`src/rtl/mem_arb_pkg.sv`:
```
// Shared types for the memory port arbiter.
//   state_t : arbiter FSM states
//   owner_t : which requester owns the in-flight transaction
package mem_arb_pkg;

    typedef enum logic [1:0] {
        IDLE,
        ISSUE,
        WAIT,
        RESP
    } state_t;

    typedef enum logic {
        OWN_IF,
        OWN_D
    } owner_t;

endpackage

```
`src/rtl/mem_port_arbiter.sv`:
```
// Shares one memory port between instruction fetch (read-only) and the data
// requester (read/write). One transaction in flight, data has fixed priority,
// IF is forced through after STARVE_LIMIT consecutive data grants.
//
// Ports
//   clk, rst_n            : clock, synchronous active-low reset
//   if_req_* / if_resp_*  : IF read request / one-cycle read response
//   d_req_*  / d_resp_*   : data request / one-cycle response (rdata 0 on writes)
//   mem_req_*             : latched request towards memory, held until ready
//   mem_rvalid, mem_rdata : memory response (read data or write ack)
module mem_port_arbiter
    import mem_arb_pkg::*;
#(
    parameter int AW           = 32,
    parameter int DW           = 32,
    parameter int STARVE_LIMIT = 4
) (
    input  logic            clk,
    input  logic            rst_n,

    input  logic            if_req_valid,
    output logic            if_req_ready,
    input  logic [AW-1:0]   if_req_addr,
    output logic            if_resp_valid,
    output logic [DW-1:0]   if_resp_rdata,

    input  logic            d_req_valid,
    output logic            d_req_ready,
    input  logic [AW-1:0]   d_req_addr,
    input  logic            d_req_we,
    input  logic [DW/8-1:0] d_req_wstrb,
    input  logic [DW-1:0]   d_req_wdata,
    output logic            d_resp_valid,
    output logic [DW-1:0]   d_resp_rdata,

    output logic            mem_req_valid,
    input  logic            mem_req_ready,
    output logic [AW-1:0]   mem_req_addr,
    output logic            mem_req_we,
    output logic [DW/8-1:0] mem_req_wstrb,
    output logic [DW-1:0]   mem_req_wdata,
    input  logic            mem_rvalid,
    input  logic [DW-1:0]   mem_rdata
);

    localparam int            CW    = $clog2(STARVE_LIMIT + 1);
    localparam logic [CW-1:0] LIMIT = CW'(STARVE_LIMIT);

    state_t        state, state_nxt;
    owner_t        owner;
    logic [CW-1:0] starve_cnt;
    logic          if_win, d_win;

    // Data wins ties unless IF has been passed over STARVE_LIMIT times.
    always_comb begin
        if_win = if_req_valid && (!d_req_valid || starve_cnt == LIMIT);
        d_win  = d_req_valid && !if_win;
    end

    // Readies are gated by rst_n so no handshake can complete in a reset cycle.
    assign if_req_ready  = rst_n && (state == IDLE) && if_win;
    assign d_req_ready   = rst_n && (state == IDLE) && d_win;

    assign mem_req_valid = (state == ISSUE);
    assign if_resp_valid = (state == RESP) && (owner == OWN_IF);
    assign d_resp_valid  = (state == RESP) && (owner == OWN_D);

    always_comb begin
        state_nxt = state;
        case (state)
            IDLE:  if (if_win || d_win) state_nxt = ISSUE;
            ISSUE: if (mem_req_ready)   state_nxt = WAIT;
            WAIT:  if (mem_rvalid)      state_nxt = RESP;
            RESP:                       state_nxt = IDLE;
            default:                    state_nxt = IDLE;
        endcase
    end

    always_ff @(posedge clk) begin
        if (!rst_n) begin
            state         <= IDLE;
            owner         <= OWN_IF;
            starve_cnt    <= '0;
            mem_req_addr  <= '0;
            mem_req_we    <= 1'b0;
            mem_req_wstrb <= '0;
            mem_req_wdata <= '0;
            if_resp_rdata <= '0;
            d_resp_rdata  <= '0;
        end else begin
            state <= state_nxt;
            case (state)
                IDLE: begin
                    if (if_req_ready) begin
                        owner         <= OWN_IF;
                        mem_req_addr  <= if_req_addr;
                        mem_req_we    <= 1'b0;
                        mem_req_wstrb <= '1;
                        mem_req_wdata <= '0;
                    end else if (d_req_ready) begin
                        owner         <= OWN_D;
                        mem_req_addr  <= d_req_addr;
                        mem_req_we    <= d_req_we;
                        mem_req_wstrb <= d_req_wstrb;
                        mem_req_wdata <= d_req_wdata;
                    end
                    // Only data grants made while IF is waiting count as starvation.
                    if (!if_req_valid || if_req_ready)
                        starve_cnt <= '0;
                    else if (d_req_ready && starve_cnt != LIMIT)
                        starve_cnt <= starve_cnt + 1'b1;
                end
                WAIT: begin
                    if (mem_rvalid) begin
                        if (owner == OWN_IF)
                            if_resp_rdata <= mem_rdata;
                        else
                            d_resp_rdata  <= mem_req_we ? '0 : mem_rdata;
                    end
                end
                default: ;
            endcase
        end
    end

`ifndef SYNTHESIS
    always_ff @(posedge clk) begin
        if (rst_n)
            assert (!(mem_rvalid && state != WAIT))
            else $warning("mem_rvalid outside WAIT");
    end
`endif

endmodule

```
`config.mk`:
```
export PLATFORM = sky130hd
export DESIGN_NAME = mem_port_arbiter
export DESIGN_NICKNAME = d
export VERILOG_FILES = /design/src/rtl/mem_arb_pkg.sv /design/src/rtl/mem_port_arbiter.sv
export SDC_FILE = /design/constraint.sdc
export NUM_CORES = 1
export LEC_CHECK = 0
export ABC_AREA = 1
export CORE_AREA = 2 2 158 160
export CTS_CLUSTER_SIZE = 12
export DETAILED_ROUTE_END_ITERATION = 10
export DIE_AREA = 0 0 160 162
export PLACE_DENSITY = 0.48
export SYNTH_ARGS = -nofsm -noshare
export SYNTH_HDL_FRONTEND = slang
export SYNTH_SLANG_ARGS = --single-unit
export TNS_END_PERCENT = 20
```
`constraint.sdc`:
```
create_clock -name clk -period 2.4 [get_ports clk]
set_input_delay 0.48 -clock clk [delete_from_list [all_inputs] [get_ports clk]]
set_output_delay 0.48 -clock clk [all_outputs]
set_load 0.01 [all_outputs]
```
# Word-level counts from Yosys, hierarchy flattened
# Index checks and enable logic that the tools add are counted.
# W data, S select, Z words.
[classes]
n_addsub = 1
muxes = 17
n_bitwise = 1
reduce_logical = 22
n_eq_ne = 8
[op_table]
columns = ["operator", "n"]
rows = [
  ["$mux W32", 5],
  ["$reduce_and A3 Y1", 3],
  ["$logic_and A1 B1 Y1", 8],
  ["$mux W4", 2],
  ["$pmux W2 S4", 1],
  ["$mux W2", 3],
  ["$mux W3", 2],
  ["$eq A2 B2 Y1 const B", 2],
  ["$mux W1", 4],
  ["$ne A2 B1 Y1 const B", 2],
  ["$reduce_and A2 Y1", 2],
  ["$reduce_bool A2 Y1", 2],
  ["$add A3 B1 Y3 const B", 1],
  ["$eq A3 B3 Y1 const B", 1],
  ["$logic_not A1 Y1", 3],
  ["$logic_or A1 B1 Y1", 3],
  ["$ne A3 B3 Y1 const B", 1],
  ["$eq A2 B1 Y1 const B", 1],
  ["$logic_not A2 Y1", 1],
  ["$ne A2 B2 Y1 const B", 1],
  ["$not A1 Y1", 1],
]
[totals]
out_inout_bits = 138
register_bits = 139
elab_cells = 58
input_bits = 139

# Longest topological paths before layout
# Gate-level depths: netlist of run 1.
[depth]
depth_word = 9
ltp_mapped = 9
ltp_nobuf = 8

# Least setup slack after synthesis of run 1
# No wires, ideal clock.
[synth_path]
kind = "reg-to-output"
from = "register state[0]"
to = "output port if_req_ready"
arrival_ps = 1271
stages_incl_launch_ff = 8
required_ps = 1920
path_buffers = 1
path_slack_ps = 649
path_cell_list = "dfxtp_1 > inv_1 > ha_1 > nand2_1 > inv_2 > nand3_2 > buf_2 > inv_1"
[synth_between]
elab_chain_cells = 3
[synth_lines]
columns = ["item", "line_no", "text"]
rows = [
  ["start, declared", "mem_port_arbiter.sv:49", "state_t state, state_nxt;"],
  ["start signal, assigned", "mem_port_arbiter.sv:91", "state <= state_nxt;"],
  ["$logic_not A2 Y1", "mem_port_arbiter.sv:61", "assign if_req_ready = rst_n && (state == IDLE) && if_win;"],
  ["$logic_and A1 B1 Y1 (2 in series)", "mem_port_arbiter.sv:61", ""],
  ["end, declared", "mem_port_arbiter.sv:22", "output logic if_req_ready,"],
]
# No other way between the ends.

# Worst setup path after layout of run 1
[layout_path]
from = "register state[1]"
to = "output port if_resp_valid"
[layout_between]
elab_chain_cells = 2
[layout_lines]
columns = ["item", "line_no", "text"]
rows = [
  ["$eq A2 B2 Y1", "mem_port_arbiter.sv:65", "assign if_resp_valid = (state == RESP) && (owner == OWN_IF);"],
  ["$logic_and A1 B1 Y1", "mem_port_arbiter.sv:65", ""],
  ["end, declared", "mem_port_arbiter.sv:24", "output logic if_resp_valid,"],
]
# No other way between the ends.

==> results of run 1 <==
[per-layer routing]
layer | up-vias | wire, µm
met3 | 16 | 1988
met1 | 2852 | 10170
met5 | - | 0
met2 | 198 | 9734
met4 | 0 | 247
li1 | 3205 | -
[power by group through the flow]
stage | registers (W) | clock network, W | logic [W]
after detailed placement | 0.00287 | 0 | 0.00264
final | 0.00283 | 0.00273 | 0.00264
after CTS | 0.00283 | 0.00284 | 0.00268
after global placement | 0.00287 | 0 | 0.00264
after global routing | 0.00287 | 0.00292 | 0.00292
after floorplan | 0.00300 | 0 | 0.00122
[stage by stage]
step / setup slack, ns / hold WS (ns) / cell area [µm²]
detailed placement: -0.07188 / 0.4549 / 9020
floorplan: 0.6492 / 0.4798 / 5938
finish: 0.2459 / 0.4205 / 9639
global placement: -0.07286 / 0.4515 / 9020
global route: 0.1084 / 0.4541 / 9639
CTS: 0.1969 / 0.4109 / 9639
[placed cells by master, fill, tap and decap left out, types with 4 or more instances in the layout]
cell type / synthesis / final
clkbuf_16: 0 / 17
dfxtp_1: 139 / 139
nand3_1: 40 / 40
a21oi_1: 97 / 97
buf_4: 4 / 17
o21ai_0: 32 / 32
inv_2: 2 / 5
inv_1: 86 / 83
clkdlybuf4s50_1: 0 / 272
nand4_1: 64 / 64
buf_12: 0 / 4
ha_1: 7 / 6
clkinv_4: 0 / 4
nand2_1: 222 / 221
nor2_1: 81 / 81
[worst reg2reg max path, cell delays in order (launching register included)]
cell     delay (ns)
dfxtp_1        0.34
inv_2          0.10
ha_4           0.16
nand2_2        0.10
inv_2          0.08
buf_4          0.39
o21ai_4        0.19
buf_12         0.23
nand2_1        0.10
nand2_1        0.04
a21oi_1        0.15
[flip-flops by register name, summed over array words and instances, names as in the netlist]
signal,flops
d_resp_rdata,32
if_resp_rdata,32
mem_req_addr,32
mem_req_wdata,32
mem_req_we,1
mem_req_wstrb,4
owner,1
starve_cnt,3
state,2
[cell families (layout without fill, tap and decap cells)]
group / after synthesis / in the layout
AOI/OAI and AO/OA: 131 / 131
adders and majority gates: 7 / 7
buffers and inverters: 152 / 416
DFF: 139 / 139
and+or+nand+nor: 412 / 412
[how the worst min path moves through the flow]
| stage | start | end | slack (ns) |
|---|---|---|---|
| after floorplan | starve_cnt[1] | starve_cnt[1] | 0.48 |
| after global placement | mem_req_wdata[29] | mem_req_wdata[29] | 0.45 |
| after detailed placement | mem_req_wdata[29] | mem_req_wdata[29] | 0.45 |
| after CTS | rst_n | mem_req_wdata[0] | 0.41 |
| after global routing | rst_n | mem_req_wdata[0] | 0.45 |
| final | rst_n | mem_req_wdata[0] | 0.42 |
[timing repair]
action | in CTS | in global routing
hold buffers | 0 | 0
endpoints found under the setup margin | 2 | 0
resized for setup | 8 | 0
buffers inserted | 0 | 0
[cell type report]
cell class	count	area, µm²	share of cell area, %
well taps	324	405.4	4.206
inverters	88	330.3	3.427
clock buffers	19	442.9	4.595
clock inverters	12	165.2	1.713
repair buffers	297	2962	30.72
multi-input cells	550	2551	26.47
flip-flops and latches	139	2783	28.87
==> impl_results.md, run 1 <==
* Busiest grt layer: met2
* Hold Path Class: primary input to flip-flop
* Worst reg-to-reg setup slack at about 0.46 ns
* EDFF count, synth at 0
* Post-synthesis compound-gate area fraction at between 10% and 20%
* Minimum clock period at roughly 2.2 ns
* Hpwl dp at approximately 15000 µm
* Post-route insts no fill at approximately 1400
* CTS tree: built
* Post-Syn Instances at around 840
* Yosys Warn Count at 0
* # H-tree levels at 4
* Met3 GRT Util at approximately 6.7%
* VDD IR max at 0.0005813 V
* Fin crit share at between 80 and 90%
* Clock slew at reported path FFs at around 0.06 ns
* Synth Area in Simple Gates at 29.86%
* Setup TNS at 0 ns
* Synth top area share at ~47%
* Worst Path Required at between 1.5 and 2 ns
* Hold path depth at 3
* Worst-path fanout max at 4
* Largest net degree at the start of global routing at 73
* Die area at 0.02592 mm²
* Core ar. at 0.02411 mm²
* Synth Flop Type: dfxtp_1
* Worst-Margin Slew at between 0.8 and 0.9 ns
* Root Buffer: clkbuf_16
* Setup crit end: if_resp_valid
* RSZ-0062 raised after global routing: false
* Die boundary height at approximately 160 µm
* Routability cong. at around 0.76
* Skew-Pair Late Insertion Delay at ~0.42 ns
* GRT met1 Usage at roughly a fifth
* Comb power frac at about 32%
* Area growth, synth to finish at 62.33%
* DRT Wirelength at 22140 µm
* Post-synth top area cell: dfxtp_1
* Most common cell in the netlist: nand2_1
* Crit path depth at 4
* First-pass GRT wire length at between 30000 and 40000 µm
* CP cell instances: ha_1 -> inv_1 -> nor2_1 -> clkdlybuf4s50_1
* Synth area leaders: dfxtp_1, nand2_1, a21oi_1, nand4_1, inv_1
* Mapped cell area at a little under 0.006 mm²
* Final Net Count at roughly 1200
* NetSw at roughly 0.0027 W
* RR Endpoint: mem_req_addr[0]
* Die X at between 150 and 200 µm
* Clock network power share at between 30% and 40%
* Avg Cell Area, Syn at between 7 and 8 µm²
* Met2 Use GR at between 20% and 30%
* CTS max path bufs at 2
* Max-slew headroom at between 40% and 50%
* Int Pwr at approximately 0.0055 W
* GR Overflow Total at 0
* Sequential share of the synthesized area at 46.86%
* Residual DRC at 0
* Arr. time, crit path at 1.67 ns
* Final Skew at between 0.015 and 0.02 ns
* Std-Cell Rows at 57
* Maxcap violations at 0
* Final setup viols at 0
* Total GRT Usage at about 17%
* Fin. Hold Viols at 0
* Commonest cells in the netlist: nand2_1, dfxtp_1, a21oi_1, inv_1, nor2_1
* Sw Ratio at between 30% and 40%
* Antenna violations before repair at 0
* Overall Power at 0.008193 W
* Pwr dens at around 850 mW/mm²
* Initial Util at between 20% and 30%
* Layout cells sized above 1 at about 5.8%
* Crit start category: flip-flop
* Async set or reset register ratio after synthesis at 0%
* Buf/Inv on CP at 2
* RR Startpoint: state[0]
* DR vias at 6271
* XOR/XNOR Fraction of Synth Area at 0%
* Critical Path Sink Type: output pin
* Yosys cell types at 21
* Sink Count at around 140
* Main combinational cell family by area after synthesis: simple AND/OR/NAND/NOR gates
* Synth Area in Adders at between 1 and 1.5%
* Vias/cell at about 4.4
* Critical path type: flip-flop to output pin
* CTS buffer count at 17
* Layout fillers at 2560
* R2r worst-path depth at 10
* Fmax at between 400 and 500 MHz
* Dpl cells at around 1400
* PortBufs at approximately 280
* CP startpoint: state[1]
* CP top delay family: buffers and inverters
* Max incr delay on CP at roughly 0.55 ns
* Final Core Density at between 30% and 40%
* CP max-delay cell: clkdlybuf4s50_1
* First-pass DRT Iterations at 4
* Yosys reg bits at approximately 140
* Fin. max-slew vios at 0
* Sequential Power Share at between 30% and 40%
* Vias in the first global route at slightly above 6000
* Diodes inserted at 0
* Status: finished, final reports clean
* # IOs at approximately 280
* DRT antenna net count at 0
* Syn nets at 987
* Multiplexer share of the synthesized area at 0%
* Lkg Pwr at between 3 and 4 nW
* Wirelength per Cell at between 15 and 20 µm
* Initial DRC count at roughly 320
Power figures use the tool's default switching activity.
==> run 2: changes to the inputs <==
- PLACE_DENSITY: 0.48 -> 0.5
- clock period: 2.4 -> 1.9 ns (I/O delays scaled with it)
==> run 2 against run 1 <==
Net effect:
- first-iteration DRC count shrank 1.3%
- flip-flop and latch count is the same
- die area is the same
- register-to-register slack lost 0.21 ns
- cell area grew 1.5%
- critical path depth grew 3
- sequential power grew 25%
- via count grew 0.65%
- power grew 32%
- count of clock-buffer cells in the layout is the same
- largest cell class unchanged
==> impl_results.md, run 2 (synthesized netlist as in run 1, its figures left out) <==
* Minimum clock period at between 1.5 and 2 ns
* Critical Path Sink Type: output pin
* Diodes inserted at 0 (unchanged)
* CTS tree: built
* RSZ-0062 raised after global routing: true
* DRT Wirelength at 22240 µm (+0.46%)
* Sw Ratio at 32.50% (-0.058 points)
* Std-Cell Rows at 57 (unchanged)
* Routability cong. at 0.7416 (-1.9%)
* Residual DRC at 0 (unchanged)
* # IOs at 277 (unchanged)
* Clock network power share at 34.8% (+1.5 points)
* Lkg Pwr at 4.075 nW (+2.4%)
* Fmax at about 530 MHz
* Layout cells sized above 1 at 7.513% (+1.7 points)
* Fin crit share at 99.64%
* GR Overflow Total at 0 (unchanged)
* Worst Path Required at 1.52 ns (-0.40 ns)
* Sequential Power Share at 32.9% (-1.6 points)
* Arr. time, crit path at 1.51 ns (-0.16 ns)
* Area growth, synth to finish at 64.77%
* DRT antenna net count at 0 (unchanged)
* Fin. max-slew vios at 0 (unchanged)
* Overall Power at 0.01080 W (+32%)
* First-pass GRT wire length at 34700 µm (+0.80%)
* Sink Count at 139 (unchanged)
* Largest net degree at the start of global routing at 53 (-27%)
* CTS buffer count at 17 (unchanged)
* Hold Slack at 0.4642 ns (+0.04367 ns)
* Final Net Count at 1251 (+0.97%)
* Root Buffer: clkbuf_16
* CTS max path bufs at 2 (unchanged)
* Post-route setup slack at 0.006841 ns (-0.2391 ns)
* Core ar. at 0.02411 mm² (unchanged)
* Layout fillers at 2570 (+0.39%)
* Fin. Hold Viols at 0 (unchanged)
* Hpwl dp at 14790 µm (+1.5%)
* Most common library cell in the layout ignoring fill and taps: clkdlybuf4s50_1
* Final setup viols at 0 (unchanged)
* VDD IR max at 0.0004845 V (-17%)
* Vias/cell at 4.377 (-0.25%)
* First-pass DRT Iterations at 4 (unchanged)
* NetSw at 0.003509 W (+32%)
* Wirelength per Cell at 15.43 µm (-0.45%)
* Antenna violations before repair at 0 (unchanged)
* Die boundary height at 162 µm (unchanged)
* Final Skew at 0.009057 ns (-0.006426 ns)
* Pwr dens at 1103 mW/mm² (+30%)
* # H-tree levels at 4 (unchanged)
* Hold buffers post-CTS at 0 (unchanged)
* Multi-input logic area at 0.002556 mm² (+0.20%)
* Skew-Pair Late Insertion Delay at 0.43 ns (about the same)
* Vias in the first global route at 6158 (+0.95%)
* Maxcap violations at 0 (unchanged)
* Die area at 0.02592 mm² (unchanged)
* Int Pwr at 0.007287 W (+32%)
* Initial DRC count at 312 (-1.3%)
* Worst-path fanout max at 3 (-1)
* Crit start category: flip-flop
* Critical path type: flip-flop to output pin
* Status: finished, final reports clean
* Max-slew headroom at 60.57% (+15 points)
* Register Area at 0.002783 mm² (unchanged)
* Comb power frac at 32.3% (about the same)
* DP Worst Slack at -0.3017 ns (-0.2298 ns)
* Die X at 160 µm (unchanged)
* Initial Util at 24.63% (unchanged)
* PortBufs at 276 (unchanged)
* Total GRT Usage at 16.79% (+0.19 points)
* Worst-Margin Slew at 0.5915 ns (-0.2300 ns)
* Commonest cells after routing, fill and taps aside: clkdlybuf4s50_1, nand2_1, dfxtp_1
* DR vias at 6312 (+0.65%)
* Clock slew at reported path FFs at 0.07 ns (about the same)
* Hold Path Class: flip-flop to flip-flop
## run 2: power groups by stage
stage | clock network, W | registers, W | logic, W
finish | 0.00376 | 0.00355 | 0.00349
global route | 0.00398 | 0.00360 | 0.00386
CTS | 0.00385 | 0.00355 | 0.00353
detailed placement | 0 | 0.00361 | 0.00349
global placement | 0 | 0.00360 | 0.00350
floorplan | 0 | 0.00379 | 0.00154
## run 2: worst max-delay path: stages, from the launching register on
cell and delay [ns]:
dfxtp_1 0.35, inv_2 0.06, ha_4 0.16, nand2_2 0.10, inv_2 0.06, nand3_2 0.09
inv_1 0.05, clkdlybuf4s15_2 0.22
## run 2: per-layer routing
metal	wire (µm)	vias up	global-route usage, %
met1	10510	2851	21.88
met4	238	0	4.668
li1	-	3237	-
met5	0	-	0
met3	1729	20	6.001
met2	9762	204	26.33
## run 2: area by class of cell
class | instances | area share (%)
Timing Repair Buffer | 309 | 31.24
Clock inverter | 13 | 2.046
Sequential cell | 139 | 28.44
Tap cell | 324 | 4.143
Inverter | 88 | 3.376
Multi-Input combinational cell | 550 | 26.13
Clock buffer | 19 | 4.629
## run 2: through the flow
stage	util [%]	std cells	setup TNS (ns)	area, µm²
3_5_place_dp	37.81	1409	-4.099	9115
4_1_cts	40.59	1441	-0.1440	9784
3_3_place_gp	37.81	1409	-4.296	9115
5_1_grt	40.59	1442	-0.1356	9784
6_report	40.59	1442	0	9784
2_1_floorplan	-	841	0	5938
## run 2: final timing paths
check        depth (start not counted)           endpoint  slack, ns         startpoint
min                                  2  mem_req_wdata[13]       0.46  mem_req_wdata[13]
max                                  7       if_req_ready      0.007           state[0]
min reg2reg                          2  mem_req_wdata[13]       0.46  mem_req_wdata[13]
max reg2reg                         10    mem_req_addr[5]       0.25           state[1]
## run 2: timing repair
action,in CTS,in global routing
setup endpoints to repair,5,5
buffers inserted,0,1
pin swaps,1,0
resized for setup,15,7
